**config.mk**
```make
export PLATFORM = sky130hd
export DESIGN_NAME = uart_mmio
export DESIGN_NICKNAME = d
export VERILOG_FILES = /design/src/rtl/uart_mmio_pkg.sv /design/src/rtl/uart_mmio_sync_fifo.sv /design/src/rtl/uart_mmio.sv
export SDC_FILE = /design/constraint.sdc
export NUM_CORES = 1
export LEC_CHECK = 0
export CAP_MARGIN = 20
export CORE_MARGIN = 3
export CORE_UTILIZATION = 26
export DETAILED_ROUTE_END_ITERATION = 16
export GPL_TIMING_DRIVEN = 1
export PLACE_DENSITY = 0.6
export SLEW_MARGIN = 0
export SYNTH_ARGS = -nofsm -noshare
export SYNTH_HDL_FRONTEND = slang
export SYNTH_SLANG_ARGS = --single-unit
```
**constraint.sdc**
```tcl
create_clock -name clk -period 2.7 [get_ports clk]
set_input_delay 0.54 -clock clk [delete_from_list [all_inputs] [get_ports clk]]
set_output_delay 0.54 -clock clk [all_outputs]
set_load 0.02 [all_outputs]
```
**src/rtl/uart_mmio_pkg.sv**
```systemverilog
// Shared constants for the memory-mapped UART: register decode bits,
// STATUS bit positions and TX drain FSM encoding.
package uart_mmio_pkg;

    localparam int ADDR_TX_DATA = 1;
    localparam int ADDR_RX_DATA = 2;
    localparam int ADDR_STATUS  = 3;

    localparam int ST_TX_READY   = 0;
    localparam int ST_RX_AVAIL   = 1;
    localparam int ST_RX_OVERRUN = 2;
    localparam int ST_TX_IDLE    = 3;

    typedef enum logic [1:0] {
        S_IDLE,
        S_START,
        S_WAIT_ACT,
        S_WAIT_DONE
    } tx_state_t;

endpackage

```
**src/rtl/uart_mmio_sync_fifo.sv**
```systemverilog
// Synchronous FIFO with wrap-bit pointers; storage is not reset.
// Pop on empty is ignored; push on full only lands if a pop frees a slot.
module sync_fifo #(
    parameter int WIDTH = 8,
    parameter int DEPTH = 8
) (
    input  logic             clk,
    input  logic             resetn,
    input  logic             push,
    input  logic             pop,
    input  logic [WIDTH-1:0] din,
    output logic             full,
    output logic             empty,
    output logic [WIDTH-1:0] head
);

    localparam int AW = $clog2(DEPTH);

    logic [WIDTH-1:0] mem [DEPTH];
    logic [AW:0]      wptr;
    logic [AW:0]      rptr;
    logic             do_push;
    logic             do_pop;

    assign empty   = (wptr == rptr);
    assign full    = (wptr[AW] != rptr[AW]) &&
                     (wptr[AW-1:0] == rptr[AW-1:0]);
    assign do_pop  = pop & !empty;
    assign do_push = push & (!full | do_pop);
    assign head    = mem[rptr[AW-1:0]];

    always_ff @(posedge clk) begin
        if (!resetn) begin
            wptr <= '0;
            rptr <= '0;
        end else begin
            if (do_push) wptr <= wptr + (AW+1)'(1);
            if (do_pop)  rptr <= rptr + (AW+1)'(1);
        end
    end

    always_ff @(posedge clk) begin
        if (do_push) mem[wptr[AW-1:0]] <= din;
    end

endmodule

```
**src/rtl/uart_mmio.sv**
```systemverilog
// Memory-mapped UART front end: RX FIFO, TX buffer and serializer drain FSM.
// Define UART_TX_FIFO_EN for a TX_DEPTH FIFO instead of a one-byte holding register.
module uart_mmio #(
    parameter int RX_DEPTH = 8,
    parameter int TX_DEPTH = 8
) (
    input  logic        clk,
    input  logic        resetn,
    input  logic        io_sel,
    input  logic [29:0] word_addr,
    input  logic        rstrb,
    input  logic        wstrb,
    input  logic [31:0] wdata,
    output logic [31:0] rdata,
    input  logic        tx_busy,
    output logic        tx_start,
    output logic [7:0]  tx_byte,
    input  logic        rx_valid,
    input  logic [7:0]  rx_byte
);

    import uart_mmio_pkg::*;

    logic       rd_any;
    logic       rd_rx;
    logic       rd_st;
    logic       wr_tx;
    logic       rx_full;
    logic       rx_empty;
    logic [7:0] rx_head;
    logic       rx_overrun;
    logic       tx_pending;
    logic       tx_ready;
    logic       tx_pop;
    logic       tx_idle;
    logic [7:0] tx_head;
    logic [31:0] status;
    tx_state_t  state;

    logic unused_bits;
    assign unused_bits = ^{word_addr[29:4], word_addr[0], wdata[31:8]};

    assign rd_any = io_sel & rstrb;
    assign rd_rx  = rd_any & word_addr[ADDR_RX_DATA];
    assign rd_st  = rd_any & word_addr[ADDR_STATUS];
    assign wr_tx  = io_sel & wstrb & word_addr[ADDR_TX_DATA];

    sync_fifo #(.WIDTH(8), .DEPTH(RX_DEPTH)) u_rx_fifo (
        .clk    (clk),
        .resetn (resetn),
        .push   (rx_valid),
        .pop    (rd_rx),
        .din    (rx_byte),
        .full   (rx_full),
        .empty  (rx_empty),
        .head   (rx_head)
    );

    // A pop frees the slot, so a coincident push into a full FIFO is not lost.
    always_ff @(posedge clk) begin
        if (!resetn)
            rx_overrun <= 1'b0;
        else if (rx_valid && rx_full && !rd_rx)
            rx_overrun <= 1'b1;
        else if (rd_st)
            rx_overrun <= 1'b0;
    end

`ifdef UART_TX_FIFO_EN
    logic tx_full;
    logic tx_empty;

    sync_fifo #(.WIDTH(8), .DEPTH(TX_DEPTH)) u_tx_fifo (
        .clk    (clk),
        .resetn (resetn),
        .push   (wr_tx & !tx_full),
        .pop    (tx_pop),
        .din    (wdata[7:0]),
        .full   (tx_full),
        .empty  (tx_empty),
        .head   (tx_head)
    );

    assign tx_pending = !tx_empty;
    assign tx_ready   = !tx_full;
`else
    logic [7:0] tx_hold;
    logic       tx_pend;

    always_ff @(posedge clk) begin
        if (!resetn)
            tx_pend <= 1'b0;
        else if (tx_pop)
            tx_pend <= 1'b0;
        else if (wr_tx)
            tx_pend <= 1'b1;
    end

    always_ff @(posedge clk) begin
        if (wr_tx && !tx_pend) tx_hold <= wdata[7:0];
    end

    assign tx_head    = tx_hold;
    assign tx_pending = tx_pend;
    assign tx_ready   = !tx_pend;
`endif

    assign tx_pop  = (state == S_START);
    assign tx_idle = !tx_pending && (state == S_IDLE) && !tx_busy;

    always_ff @(posedge clk) begin
        if (!resetn) begin
            state    <= S_IDLE;
            tx_start <= 1'b0;
            tx_byte  <= 8'h00;
        end else begin
            unique case (state)
                S_IDLE: begin
                    if (tx_pending && !tx_busy) begin
                        state    <= S_START;
                        tx_start <= 1'b1;
                        tx_byte  <= tx_head;
                    end
                end
                S_START: begin
                    state    <= S_WAIT_ACT;
                    tx_start <= 1'b0;
                end
                S_WAIT_ACT: begin
                    if (tx_busy) state <= S_WAIT_DONE;
                end
                S_WAIT_DONE: begin
                    if (!tx_busy) state <= S_IDLE;
                end
                default: state <= S_IDLE;
            endcase
        end
    end

    always_comb begin
        status                = '0;
        status[ST_TX_READY]   = tx_ready;
        status[ST_RX_AVAIL]   = !rx_empty;
        status[ST_RX_OVERRUN] = rx_overrun;
        status[ST_TX_IDLE]    = tx_idle;
    end

    always_ff @(posedge clk) begin
        if (!resetn) begin
            rdata <= '0;
        end else if (rd_any) begin
            unique case (1'b1)
                word_addr[ADDR_RX_DATA]:
                    rdata <= {24'b0, rx_empty ? 8'h00 : rx_head};
                word_addr[ADDR_STATUS]:
                    rdata <= status;
                default:
                    rdata <= '0;
            endcase
        end
    end

endmodule
```
==> results.md, run 1 <==
* Worst vdd ir at 0.0003356 V
* Congestion Overflow GR at 0
* Slew headroom at 51.41%
* Root Buffer: clkbuf_16
* Crit path cell chain: buf_4 -> mux4_2 -> mux2i_1 -> o21ai_0
* DPL Wire Length at 6.068 mm
* Die width at 136.3 µm
* Final Cycle Share at 76.54%
* Ys async rst share at 0%
* Crit path kind: flip-flop to flip-flop
* Deepest clock path buffer count at 2
* Synth Cell Area at 4415 µm²
* Bufs and invs on worst path at 1
* Data arrival, critical path at 2.29 ns
* Share of layout cells above drive strength 1 at 16.15%
* Number of diodes at 0
* Worst Tran Pin Value at 0.7262 ns
* Post-route ant nets at 0
* Footprint of the multi-input gates at 1409 µm²
* # DRC at 0
* Max Clock Freq at 483.9 MHz
* Nets at 432
* Synth top area cells: edfxtp_1 (49%), dfxtp_1 (15%), mux4_2 (8.2%)
* Cts repair resizes at 0
* Hold-critical path endpoint: rdata[6]
* Num rows at 47
* Fillers at 1614
* Starting DRT DRC Count at 138
* IO Count at 118
* Max FO, Critical Path at 10
* Min-delay src: rdata[6]
* WHS Path Cells at 2
* Wire length per cell at 15.08 µm
* Worst r2r path cells at 4
* Sequential fraction of the synthesis area at 63.47%
* Top delay family on crit path: multiplexers
* Fin crit period at 2.067 ns
* Core box area at 16580 µm²
* Port Buf Inserts at 42
* RR Endpoint: rdata[6]
* Die Ht at 136.3 µm
* TritonCTS Buffers at 9
* Register cell area after layout at 2803 µm²
* Predominant post-synthesis flop cell: edfxtp_1
* Setup TNS at 0 ns
* R2r setup slk at 0.63 ns
* CTS Hold Bufs at 0
* Initial DRT Pass Iterations at 4
* Clock transition at path regs at 0.07 ns
* Vias in the first global route at 2534
* Yosys reg bits at 104
* Fin Clk Skew at 0.008283 ns
* Synthesis-to-finish area growth at 21.68%
* Crit path largest cell delay at 0.74 ns
* CTS tree: built
* Hold Path Class: flip-flop to flip-flop
* Tot Pwr at 0.003595 W
* Startpoint type of the worst setup path: flip-flop
* Latest clock arrival within the worst-skew pair at 0.34 ns
* H-Tree Depth at 3
* Unrepaired setup endpoints after global routing: no
* Die ar. at 18580 µm²
* Max Cap Viol at 0
* Crit path required time at 2.93 ns
* Unique masters post-synth at 45
* Synth Warn # at 0
* Share of the synthesized area in the top cell type at 48.97%
* Pin count of the biggest net entering global routing at 19
* Hold Violations, Final at 0
* Status: completed
* Initial core utilization at 26.63%
* Mapped Cells at 295
* P_leak at 1.851 nW
* Max-slew violation count at 0
* Final Wtd Congestion at 0.7674
* Clock Sinks at 104
* Via count at 2454
* Syn Area/Cell at 14.97 µm²
* Area leader, netlist: edfxtp_1
* Final WL at 8.639 mm
* P per Cell Area at 669.1 nW/µm²
* First-pass GRT wire length at 13.61 mm
* Setup violators final at 0
* Post-CTS setup buffer count at 0
* Vias per cell at 4.283
* GRT Util Overall at 9.665%
* Antenna violations before repair at 0
* Critical-path top delay cell: dfxtp_1
* CP Capture Type: flip-flop
* EDFF count, synth at 72
logic make-up (layout without fill, tap and decap cells):
group	count (synthesis)	count (layout)	synth area share [%]
and+or+nand+nor	62	62	6.886
muxes	37	37	13.01
adders and majority gates	7	7	1.983
xor gates and xnor gates	4	4	1.983
AOI/OAI and AO/OA	36	36	6.007
buffers and inverters	44	79	6.574
other	1	24	0.08493
DFF	104	104	63.47
sequential cells by signal, summed over array words and instances (netlist names), named ones only:
signal / cells
tx_pend: 1
tx_start: 1
tx_byte: 8
state: 2
rdata: 8
u_rx_fifo.rptr: 4
rx_overrun: 1
u_rx_fifo.mem: 64
tx_head: 8
u_rx_fifo.wptr: 4
final cells by class:
cell class,instances,area share [%]
tap,220,5.123
clock buffer,9,4.192
inverter,6,0.4192
multi-input combinational,170,26.22
timing repair buffer,57,9.921
sequential,104,52.17
clock inverter,7,1.956
stage by stage:
step | area [µm²] | utilization (%) | hold slack (ns) | setup WS (ns) | cells
after floorplan | 4502 | - | 0.4525 | 0.4813 | 318
after global placement | 5042 | 30.41 | 0.4638 | 0.3838 | 557
after detailed placement | 5042 | 30.41 | 0.4724 | 0.3423 | 557
after CTS | 5373 | 32.40 | 0.4875 | 0.5439 | 573
after global routing | 5373 | 32.40 | 0.5093 | 0.4574 | 573
final | 5373 | 32.40 | 0.4798 | 0.6335 | 573
synthesized netlist by cell type (3+ instances only):
cell,number
inv_1,6
a21oi_1,9
clkbuf_1,5
nand3_1,12
nor3_1,6
nand2b_1,4
mux4_2,16
ha_1,7
o21ai_0,8
dfxtp_1,32
mux2_2,3
nor2_1,17
nand2_1,11
buf_4,28
edfxtp_1,72
mux2i_1,18
metal layers:
layer	GRT usage [%]	wire, µm	share of wire (%)
met1	12.62	3916	45
met2	15.58	4199	49
met3	2.295	347	4.0
met4	3.695	175	2.0
met5	0	0	0
worst min-delay path, cell delays in order (launching register included):
cell and delay, ns:
dfxtp_1 0.31, nand3_1 0.05, o21ai_0 0.06
how the worst max path moves through the flow:
stage | slack [ns] | to | startpoint | depth (start not counted)
finish | 0.63 | rdata[6] | flip-flop | 4
global route | 0.46 | rdata[6] | flip-flop | 4
CTS | 0.54 | rdata[6] | flip-flop | 4
detailed placement | 0.34 | u_rx_fifo.mem[5][6] | word_addr[2] | 6
global placement | 0.38 | u_rx_fifo.mem[2][6] | word_addr[2] | 6
floorplan | 0.48 | u_rx_fifo.mem[0][0] | u_rx_fifo.wptr[0] | 5
power breakdown:
group	internal [W]	switching [W]
combinational	0.000165	0.000221
clock	0.000822	0.000587
sequential	0.00176	0.0000418
placed cells by master, fill, tap and decap left out, types with 2 or more instances in the layout:
| cell type | instances |
|---|---|
| clkdlybuf4s50_1 | 42 |
| mux2i_1 | 18 |
| xor2_4 | 2 |
| o22ai_1 | 2 |
| o31ai_1 | 2 |
| and2_1 | 2 |
| bufinv_16 | 2 |
| nor4_1 | 2 |
| conb_1 | 24 |
| a31oi_1 | 2 |
| inv_1 | 6 |
| nand2b_1 | 4 |
| clkbuf_16 | 9 |
| dfxtp_1 | 32 |
| or4_1 | 2 |
| a211oi_1 | 2 |
| a32oi_1 | 2 |
| xor2_2 | 2 |
| nor2_1 | 17 |
| a21oi_1 | 9 |
| nand3_1 | 12 |
| o21ai_0 | 8 |
| buf_4 | 15 |
| nor3_1 | 6 |
| mux4_2 | 16 |
| ha_1 | 7 |
| nand4_1 | 2 |
| mux2_2 | 3 |
| nand2_1 | 11 |
| edfxtp_1 | 72 |
(Power assumes the default switching activity.)
==> inputs of run 2 (changes only) <==
clock period = 1.96 ns   (was 2.7 ns; I/O delays follow)
==> results.md, run 2 (synthesized netlist as in run 1, its figures left out) <==
* Status: completed
* Internal at 0.003833 W
* Vias per cell at 4.292
* Port Buf Inserts at 42
* Via count at 2528
* Max FO, Critical Path at 8
* P per Cell Area at 910.7 nW/µm²
* P_leak at 1.949 nW
* Hold Path Class: flip-flop to flip-flop
* Logic pwr share at 11.3%
* Startpoint type of the worst setup path: flip-flop
* Cts repair resizes at 0
* Clock transition at path regs at 0.08 ns
* First-pass GRT wire length at 13.92 mm
* Crit path cell chain: xor2_4 -> or3_4 -> o211ai_1 -> nor2_1 -> buf_4
* Hold_ws at 0.4639 ns
* Max Clock Freq at 536.2 MHz
* Pin count of the biggest net entering global routing at 20
* Critical-path top delay cell: or3_4
* Fin crit period at 1.865 ns
* NetSw at 0.001214 W
* Core box area at 16580 µm²
* CTS tree: built
* Cell Count, Final, Fillers Out at 589
* Die Ht at 136.3 µm
* Post-Place Cells at 573
* Max Cap Viol at 0
* Max FFs per register at 64
* Met3 Use GR at 2.332%
* Hold Violations, Final at 0
* CP Capture Type: flip-flop
* Crit path largest cell delay at 0.42 ns
* Max-slew violation count at 0
* Synthesis-to-finish area growth at 25.53%
* Root Buffer: clkbuf_16
* Critical path depth in cells at 5
* Post-route ant nets at 0
* Initial DRT Pass Iterations at 4
* Bufs and invs on worst path at 1
* Latest clock arrival within the worst-skew pair at 0.35 ns
* Crit path required time at 2.06 ns
* Num rows at 47
* Layer with the highest usage: met2
* Number of diodes at 0
* Top delay family on crit path: simple AND/OR/NAND/NOR gates
* Pre-CTS setup slack at -0.1300 ns
* Deepest clock path buffer count at 2
* Post-CTS setup buffer count at 0
* Met2 Usage GRT at 16.90%
* Util after Layout at 33.42%
* Data arrival, critical path at 1.97 ns
* Antenna violations before repair at 0
* Tot Pwr at 0.005048 W
* Share of layout cells above drive strength 1 at 21.41%
* Fillers at 1594
* # DRC at 0
* Crit path kind: flip-flop to flip-flop
* CTS Hold Bufs at 0
* Wire length per cell at 14.99 µm
* Initial core utilization at 26.63%
* Commonest non-fill, non-tap cell in the layout: edfxtp_1
* Congestion Overflow GR at 0
* DPL Wire Length at 6.191 mm
* Fin Clk Skew at 0.01192 ns
* Worst vdd ir at 0.0004100 V
* Final Wtd Congestion at 0.8200
* Flop pwr share at 48.8%
* Nets at 448
* Vias in the first global route at 2584
* Clock share of power at 39.8%
* Final WL at 8.827 mm
* Unrepaired setup endpoints after global routing: no
* Grt met1 use at 12.18%
* Worst r2r path cells at 5
* Clock Sinks at 104
* Switch share at 24.06%
* Starting DRT DRC Count at 143
* IO Count at 118
* GRT Util Overall at 9.994%
* TritonCTS Buffers at 9
* WHS Path Cells at 2
* H-Tree Depth at 3
* Min setup slack post-route at 0.09497 ns
* Die width at 136.3 µm
* Die ar. at 18580 µm²
* Final Cycle Share at 95.15%
* Setup violators final at 0
* Most frequent cells in the layout: edfxtp_1 (72), clkdlybuf4s50_1 (42), buf_4 (30)
## run 2: tightest hold or removal path, delay by kind of cell (launching register included)
family	cells	cell delay, ns
AND/OR/NAND/NOR	1	0.07
flip-flops	1	0.32
multiplexers	1	0.06
## run 2: final timing paths
check / slack [ns] / from / endpoint
worst max-delay path: 0.09 / u_rx_fifo.wptr[1] / u_rx_fifo.mem[3][7]
worst min-delay path: 0.46 / tx_head[5] / tx_byte[5]
worst max register to register: 0.09 / u_rx_fifo.wptr[1] / u_rx_fifo.mem[3][7]
worst min register to register: 0.46 / tx_head[5] / tx_byte[5]
## run 2: power groups by stage
stage                     registers (W)  logic [W]  clock network, W
after CTS                       0.00247   0.000579           0.00207
after detailed placement        0.00252   0.000576                 0
after global placement          0.00251   0.000558                 0
final                           0.00247   0.000572           0.00201
after global routing            0.00248   0.000646           0.00214
after floorplan                 0.00252   0.000391                 0
## run 2: layout make-up
type,count,area [µm²],area share (%)
Clock buffer,10,229.0,4.131
Clock inverter,6,110.1,1.986
Inverter,6,22.52,0.4063
Multi-Input combinational cell,170,1434,25.87
Sequential cell,104,2806,50.63
Tap cell,220,275.3,4.966
Timing Repair Buffer,73,665.6,12.01
## run 2: per-stage QoR
step	setup TNS (ns)	area, µm²
after floorplan	-1.631	4513
after global placement	-1.795	5186
after detailed placement	-2.208	5186
after CTS	0	5525
after global routing	0	5543
final	0	5543
## run 2: metal layers
layer  vias up  routed length, µm
li1       1204                  -
met1      1249               3772
met2        64               4562
met3        11                335
met4         0                158
met5         -                  0
